$ cat config.mk
export PLATFORM = sky130hd
export DESIGN_NAME = alu_issue_ctrl
export DESIGN_NICKNAME = d
export VERILOG_FILES = /design/src/rtl/alu_issue_ctrl.sv
export SDC_FILE = /design/constraint.sdc
export NUM_CORES = 1
export LEC_CHECK = 0
export CORE_MARGIN = 2
export CORE_UTILIZATION = 39
export DETAILED_ROUTE_END_ITERATION = 8
export SLEW_MARGIN = 30
export SYNTH_ARGS = -nofsm -noshare
export SYNTH_HDL_FRONTEND = slang
export SYNTH_SLANG_ARGS = --single-unit
$ cat constraint.sdc
create_clock -name clk -period 7.3 [get_ports clk]
set_input_delay 1.46 -clock clk [delete_from_list [all_inputs] [get_ports clk]]
set_output_delay 1.46 -clock clk [all_outputs]
set_load 0.02 [all_outputs]
$ cat src/rtl/alu_issue_ctrl.sv
// alu_issue_ctrl: FIFO-buffered FP command issue stage that drives a single-op alu handshake
module alu_issue_ctrl #(
  parameter int DEPTH = 4,
  parameter int TAG_W = 4,
  parameter int TIMEOUT_CYC = 64
) (
  input  logic             clk,
  input  logic             rst,
  input  logic             cmd_valid,
  output logic             cmd_ready,
  input  logic [31:0]      cmd_a,
  input  logic [31:0]      cmd_b,
  input  logic [2:0]       cmd_op,
  input  logic             cmd_mode,
  input  logic             cmd_round,
  output logic [31:0]      alu_op_a,
  output logic [31:0]      alu_op_b,
  output logic [2:0]       alu_op_code,
  output logic             alu_mode_fp,
  output logic             alu_round_mode,
  output logic             alu_start,
  input  logic [31:0]      alu_result,
  input  logic             alu_valid_out,
  input  logic [4:0]       alu_flags,
  output logic             res_valid,
  input  logic             res_ready,
  output logic [31:0]      res_data,
  output logic [4:0]       res_flags,
  output logic [TAG_W-1:0] res_tag,
  output logic [4:0]       sticky_flags,
  input  logic             sticky_clr,
  output logic             timeout_err,
  output logic             busy
);
  localparam int AW = $clog2(DEPTH);
  localparam int TW = $clog2(TIMEOUT_CYC);
  localparam int EW = 32 + 32 + 3 + 1 + 1 + TAG_W;
  typedef enum logic [1:0] {IDLE, ISSUE, DRAIN} state_t;
  state_t            state;
  logic [EW-1:0]     mem [DEPTH];
  logic [AW-1:0]     wr_ptr, rd_ptr;
  logic [AW:0]       count;
  logic [TAG_W-1:0]  tag, cur_tag;
  logic [TW-1:0]     timer;
  logic              full, empty, push, pop, expire, capture;
  logic [31:0]       cap_data;
  logic [4:0]        cap_flags;
  assign full      = count == (AW+1)'(DEPTH);
  assign empty     = count == '0;
  assign cmd_ready = !full;
  assign push      = cmd_valid && !full;
  assign pop       = state == IDLE && !empty && (!res_valid || res_ready);
  assign expire    = state == ISSUE && !alu_valid_out && timer == TW'(TIMEOUT_CYC - 1);
  assign capture   = (state == ISSUE && alu_valid_out) || expire;
  assign cap_data  = expire ? 32'd0 : alu_result;
  assign cap_flags = expire ? 5'b10000 : alu_flags;
  assign busy      = state != IDLE || !empty;
  always_ff @(posedge clk)
    if (push) mem[wr_ptr] <= {cmd_a, cmd_b, cmd_op, cmd_mode, cmd_round, tag};
  always_ff @(posedge clk or posedge rst) begin
    if (rst) begin
      state          <= IDLE;
      wr_ptr         <= '0;
      rd_ptr         <= '0;
      count          <= '0;
      tag            <= '0;
      cur_tag        <= '0;
      timer          <= '0;
      alu_op_a       <= '0;
      alu_op_b       <= '0;
      alu_op_code    <= '0;
      alu_mode_fp    <= 1'b0;
      alu_round_mode <= 1'b0;
      alu_start      <= 1'b0;
      res_valid      <= 1'b0;
      res_data       <= '0;
      res_flags      <= '0;
      res_tag        <= '0;
      sticky_flags   <= '0;
      timeout_err    <= 1'b0;
    end else begin
      wr_ptr       <= wr_ptr + AW'(push);
      rd_ptr       <= rd_ptr + AW'(pop);
      count        <= count + (AW+1)'(push) - (AW+1)'(pop);
      tag          <= tag + TAG_W'(push);
      timeout_err  <= expire;
      sticky_flags <= (sticky_clr ? 5'b0 : sticky_flags) | (capture ? cap_flags : 5'b0);
      if (capture) begin
        res_valid <= 1'b1;
        res_data  <= cap_data;
        res_flags <= cap_flags;
        res_tag   <= cur_tag;
      end else if (res_ready) res_valid <= 1'b0;
      case (state)
        IDLE: if (pop) begin
          {alu_op_a, alu_op_b, alu_op_code, alu_mode_fp, alu_round_mode, cur_tag} <= mem[rd_ptr];
          alu_start <= 1'b1;
          timer     <= '0;
          state     <= ISSUE;
        end
        ISSUE: if (capture) begin
          alu_start <= 1'b0;
          state     <= DRAIN;
        end else timer <= timer + 1'b1;
        DRAIN: if (!alu_valid_out) state <= IDLE;
        default: state <= IDLE;
      endcase
    end
  end
endmodule
After elaboration in Yosys (flattened, before gate mapping)
Memory sizes are Yosys's and may differ from the RTL's. A register that Yosys moved wholly into a read port is not among the register bits. Index checks and enable logic that the tools add are counted.

Bitwise operators: 1. Magnitude comparators: 0. Reduce and logical (&&, ||, !) cells: 22. Shift-type cells: 0. Divide/modulo/power cells: 0. $add $sub $neg: 6. Mux-type cells: 18. Multiply operators: 0. Equal/unequal tests: 8.

Operators by type and width (count): $mux 32 (1); $mux 5 (3); $mux 6 (2); $pmux 6 s2 (1); $reduce_and 3->1 (3); $ne 2x2->1 const B (4); $add 6x1->6 const B (1); $eq 6x6->1 const B (1); $logic_and 1x1->1 (6); $mux 1 (6); $mux 2 (3); $pmux 2 s3 (1); $reduce_bool 2->1 (3); $or 5x5->5 (1); $add 2x1->2 (2); $add 4x1->4 (1); $logic_not 1->1 (4); $add 3x1->3 (1); $eq 3x3->1 const B (1); $logic_not 3->1 (1); $logic_or 1x1->1 (3); $sub 3x1->3 (1); $eq 2x1->1 const B (1); $eq 2x2->1 const B (1); 3 further kinds (3).

Memory bits (writable): 292. ROM bits: 0. Logic and storage cells: 69. Memories: 1. Latch bits: 0. Register bits after elaboration: 68.

Memory list: mem (depth 4, width 73, read ports 1, clocked after memory_dff 1, wr ports 1, line 40) `logic [EW-1:0] mem [DEPTH];`.

Longest topological paths before layout
Word-level depth: 6. Depth in mapped cells: 9. Mapped depth without buffers: 9.

Least setup slack after synthesis
No wires, ideal clock.

Path kind: input to register. Start point: input port cmd_valid. End point: memory mem[1][0] (netlist bit) (enable). Data arrival time: 6929 ps. Path slack: -238 ps. Cell stages on the path: 2. Path through: nand2_1 > nor3b_1.

Longest elaborated chain between the ends: 3.

RTL lines: start, declared (line 9) `input logic cmd_valid,`; $logic_and 1x1->1 (line 51) `assign push = cmd_valid && !full;`; $mux 1 (line 59) `if (push) mem[wr_ptr] <= {cmd_a, cmd_b, cmd_op, cmd_mode, cmd_round, tag};`; $mux 1 (implied by the code) (line 59); end, declared (line 40).

No other way between the ends.

Final worst setup path
Start point: input port res_ready. End point: register alu_op_a[4].

Longest elaborated chain between the ends: 3.

RTL lines: start, declared (line 26) `input logic res_ready,`; $logic_or 1x1->1 (line 52) `assign pop = state == IDLE && !empty && (!res_valid || res_ready);`; $logic_and 1x1->1 (line 52); $reduce_and 2->1 (no source line); end signal, assigned (line 96) `{alu_op_a, alu_op_b, alu_op_code, alu_mode_fp, alu_round_mode, cur_tag} <= mem[rd_ptr];`; end, declared (line 16) `output logic [31:0] alu_op_a,`.

No other way between the ends. A chain may end at the register's enable or synchronous reset.

==> impl_metrics.yaml <==
run_status:
  status: "finished, final reports clean"
drt:
  ant_nets: 0
  wl_met2_um: 15600
  drc: 0
  wirelength_um: 32700
  drt_pre_antenna_iters: 4
  detailroute.wirelength.met3_um: 2170
  drtIter0Drc: 475
  vias: 7980
  via_per_inst: 4.88
  routed_wire_length_per_instance_um: 20.0
  top_layer_used: "met5"
  m1WireLength_um: 14200
floorplan:
  ios: 232
  rows: 74
  start_util_pct: 39.6
  dieArea_mm2: 0.0431
  fp.dieW_um: 208
  fp.dieH_um: 208
  core_mm2: 0.0408
clock_network:
  clock_latency_ps: 570
  clk_path_buf_depth: 3
  holdBufCountCts: 0
  clk_pin_slew_ps: 60
  cts_resized: 0
  post_cts_buffers: 0
  clock-root-buffer: "clkbuf_16"
  cts_tree: "built"
  cts.sinks: 433
  numCtsBuffers: 46
  htreeDepth: 2
logic_synthesis:
  yosysSeqAreaShare_pct: 76.1
  ys_types: 36
  syn_nets: 928
  synth_area_leaders: "edfxtp_1 (54%), dfrtp_1 (22%), mux4_2 (10%)"
  syn_area_per_cell_um2: 19.9
  ys_warn_count: 0
  syn_inst: 810
  yosysTopAreaCell: "edfxtp_1"
  synth_top_area_share_pct: 54.3
  synth_area_mm2: 0.0162
  synth_seq_cells: 433
layout:
  n_fill_cell: 3326
  drive_above_1_share_pct: 22.0
  fin_area_mm2: 0.0206
  area_growth_pct: 27.3
  post-route-util_pct: 50.4
  fin_cells: 1636
  multi_input_area_mm2: 0.00361
  layout_commonest_cell: "edfxtp_1"
  register_area_mm2: 0.0123
  nNetsFinal: 1185
  final_cell_mix: "edfxtp_1 (292), clkdlybuf4s50_1 (231), dfrtp_1 (139)"
timing:
  rsz0062_at_grt: "no"
  worstMarginPinSlew_ps: 936
  slew_violations: 0
  slew_headroom_pct: 37.6
  fin_crit_ps: 3520
  timing.hold.ws_ps: 485
  hold_viol: 0
  clock_skew_ps: 9.38
  finalCritPeriodShare_pct: 48.2
  layout_setup_ws_ps: 3780
  setup_viol: 0
  max_freq_ghz: 0.284
power:
  swShare_pct: 30.3
  p_comb_share_pct: 34.0
  p_per_area_mw_per_mm2: 449
  p_int_mw: 6.43
  ir_drop_v: 0.000220
  clkPwrFrac_pct: 24.9
  p_sw_mw: 2.80
  pwr-share-seq_pct: 41.2
  leakagePower_nw: 7.40
placement:
  dp_slack_ps: 3120
  gp_congestion: 0.745
  portBuffers: 231
  hpwlAfterDp_um: 19000
  dpl_cell_area_mm2: 0.0191
  place_inst: 1551
hold_path:
  worstHoldPathType: "register to register"
  worstHoldEndpoint: "res_flags[4]"
  min_from: "res_flags[4]"
  whs_path_depth: 2
global_route:
  grt_pass1_wl_um: 51300
  grt_max_degree: 64
  antenna_found_initial: 2
  track_usage_pct: 15.5
  gr-total-overflow: 0
  first_global_vias: 8648
critical_path:
  critPathMaxStageDelay_ps: 810
  crit_type: "input pin to register"
  r2r-start: "state[0]"
  r2r-end: "alu_op_a[4]"
  cp.required_ps: 7740
  crit_family: "buffers and inverters"
  worstPathMaxFanout: 39
  crit_path_end_kind: "register"
  startpoint_type: "input pin"
  critical_path_arrival_ps: 3960
  critical_path.slowest_cell: "and3b_4"
  rrSetupSlack_ps: 4660
  worstRegToRegCells: 4
  worst-path-buf-inv: 2
  crit_chain: "clkdlybuf4s50_1, nand2b_1, and3b_4, buf_4, mux2_2"
run:
  max-cap-violations: 0
-- power groups by stage --
stage	combinational (mW)	sequential (mW)	clock (mW)
5_1_grt	3.37	3.89	2.47
3_3_place_gp	3.18	3.84	0
4_1_cts	3.21	3.82	2.37
6_report	3.13	3.80	2.29
3_5_place_dp	3.20	3.85	0
2_1_floorplan	1.76	4.13	0
-- synthesized netlist by cell type --
cell type / instances
nor2_1: 5
edfxtp_1: 292
o21ai_0: 10
mux2_2: 40
a22o_1: 4
mux4_2: 73
and3_1: 2
nor4_4: 1
o21a_1: 1
xor2_1: 2
nor3_2: 1
and3b_1: 1
nand3_1: 6
buf_1: 3
nor3b_1: 2
dfrtp_1: 141
fa_1: 1
buf_2: 13
mux2_4: 36
xnor2_1: 7
buf_4: 3
inv_1: 12
nand2b_1: 2
a21oi_1: 35
nor3_1: 4
nand3b_1: 1
clkbuf_2: 2
clkbuf_1: 8
o211ai_2: 1
o2bb2ai_1: 2
and2_1: 1
a211o_1: 1
nand2_1: 83
buf_6: 8
nor2b_1: 1
ha_1: 5
-- stage by stage --
step	setup TNS, ps	power, mW
floorplan	-33370	5.89
global placement	0	7.01
detailed placement	0	7.06
CTS	0	9.40
global route	0	9.72
finish	0	9.22
-- routing by layer --
| layer | vias to the layer above | GRT usage, % |
|---|---|---|
| li1 | 3649 | - |
| met1 | 4045 | 20.3 |
| met2 | 231 | 25.0 |
| met3 | 53 | 4.49 |
| met4 | 2 | 4.75 |
| met5 | - | 0 |
-- worst max path at each step --
| stage | startpoint | to | slack (ps) | cells past startpoint |
|---|---|---|---|---|
| 6_report | res_ready | alu_op_a[4] | 3780 | 5 |
| 5_1_grt | res_ready | alu_op_a[18] | 3650 | 5 |
| 4_1_cts | res_ready | alu_op_a[17] | 3740 | 5 |
| 3_5_place_dp | res_ready | alu_op_a[17] | 3120 | 5 |
| 3_3_place_gp | res_ready | alu_op_a[8] | 3170 | 5 |
| 2_1_floorplan | cmd_valid | mem[1][0] | -240 | 2 |
-- tightest hold or removal path, stage by stage (launching register included) --
cell and delay (ps):
dfrtp_1 350, nand2_1 50, nand2_1 60
-- logic make-up after synthesis --
group | Yosys count | synth area share, %
DFF | 433 | 76.1
and+or+nand+nor | 110 | 2.97
adders and majority gates | 6 | 0.511
xor gates and xnor gates | 9 | 0.488
buffers and inverters | 49 | 1.70
muxes | 149 | 16.3
AOI/OAI and AO/OA | 54 | 1.90
-- sequential cells by signal (all words and copies together), names as in the netlist, 3 cells and up --
register      count
mem             292
alu_op_a         32
alu_op_b         32
res_data         32
timer             6
res_flags         5
sticky_flags      5
cur_tag           4
res_tag           4
tag               4
alu_op_code       3
count             3
-- layout make-up --
cell class,count,area share [%]
multi-input combinational,328,17.6
inverter,12,0.243
timing repair buffer,246,11.8
clock buffer,61,6.17
antenna,2,0.0243
sequential,433,59.8
clock inverter,22,1.08
tap,532,3.24
No activity file was read; power rests on OpenSTA's default activity.
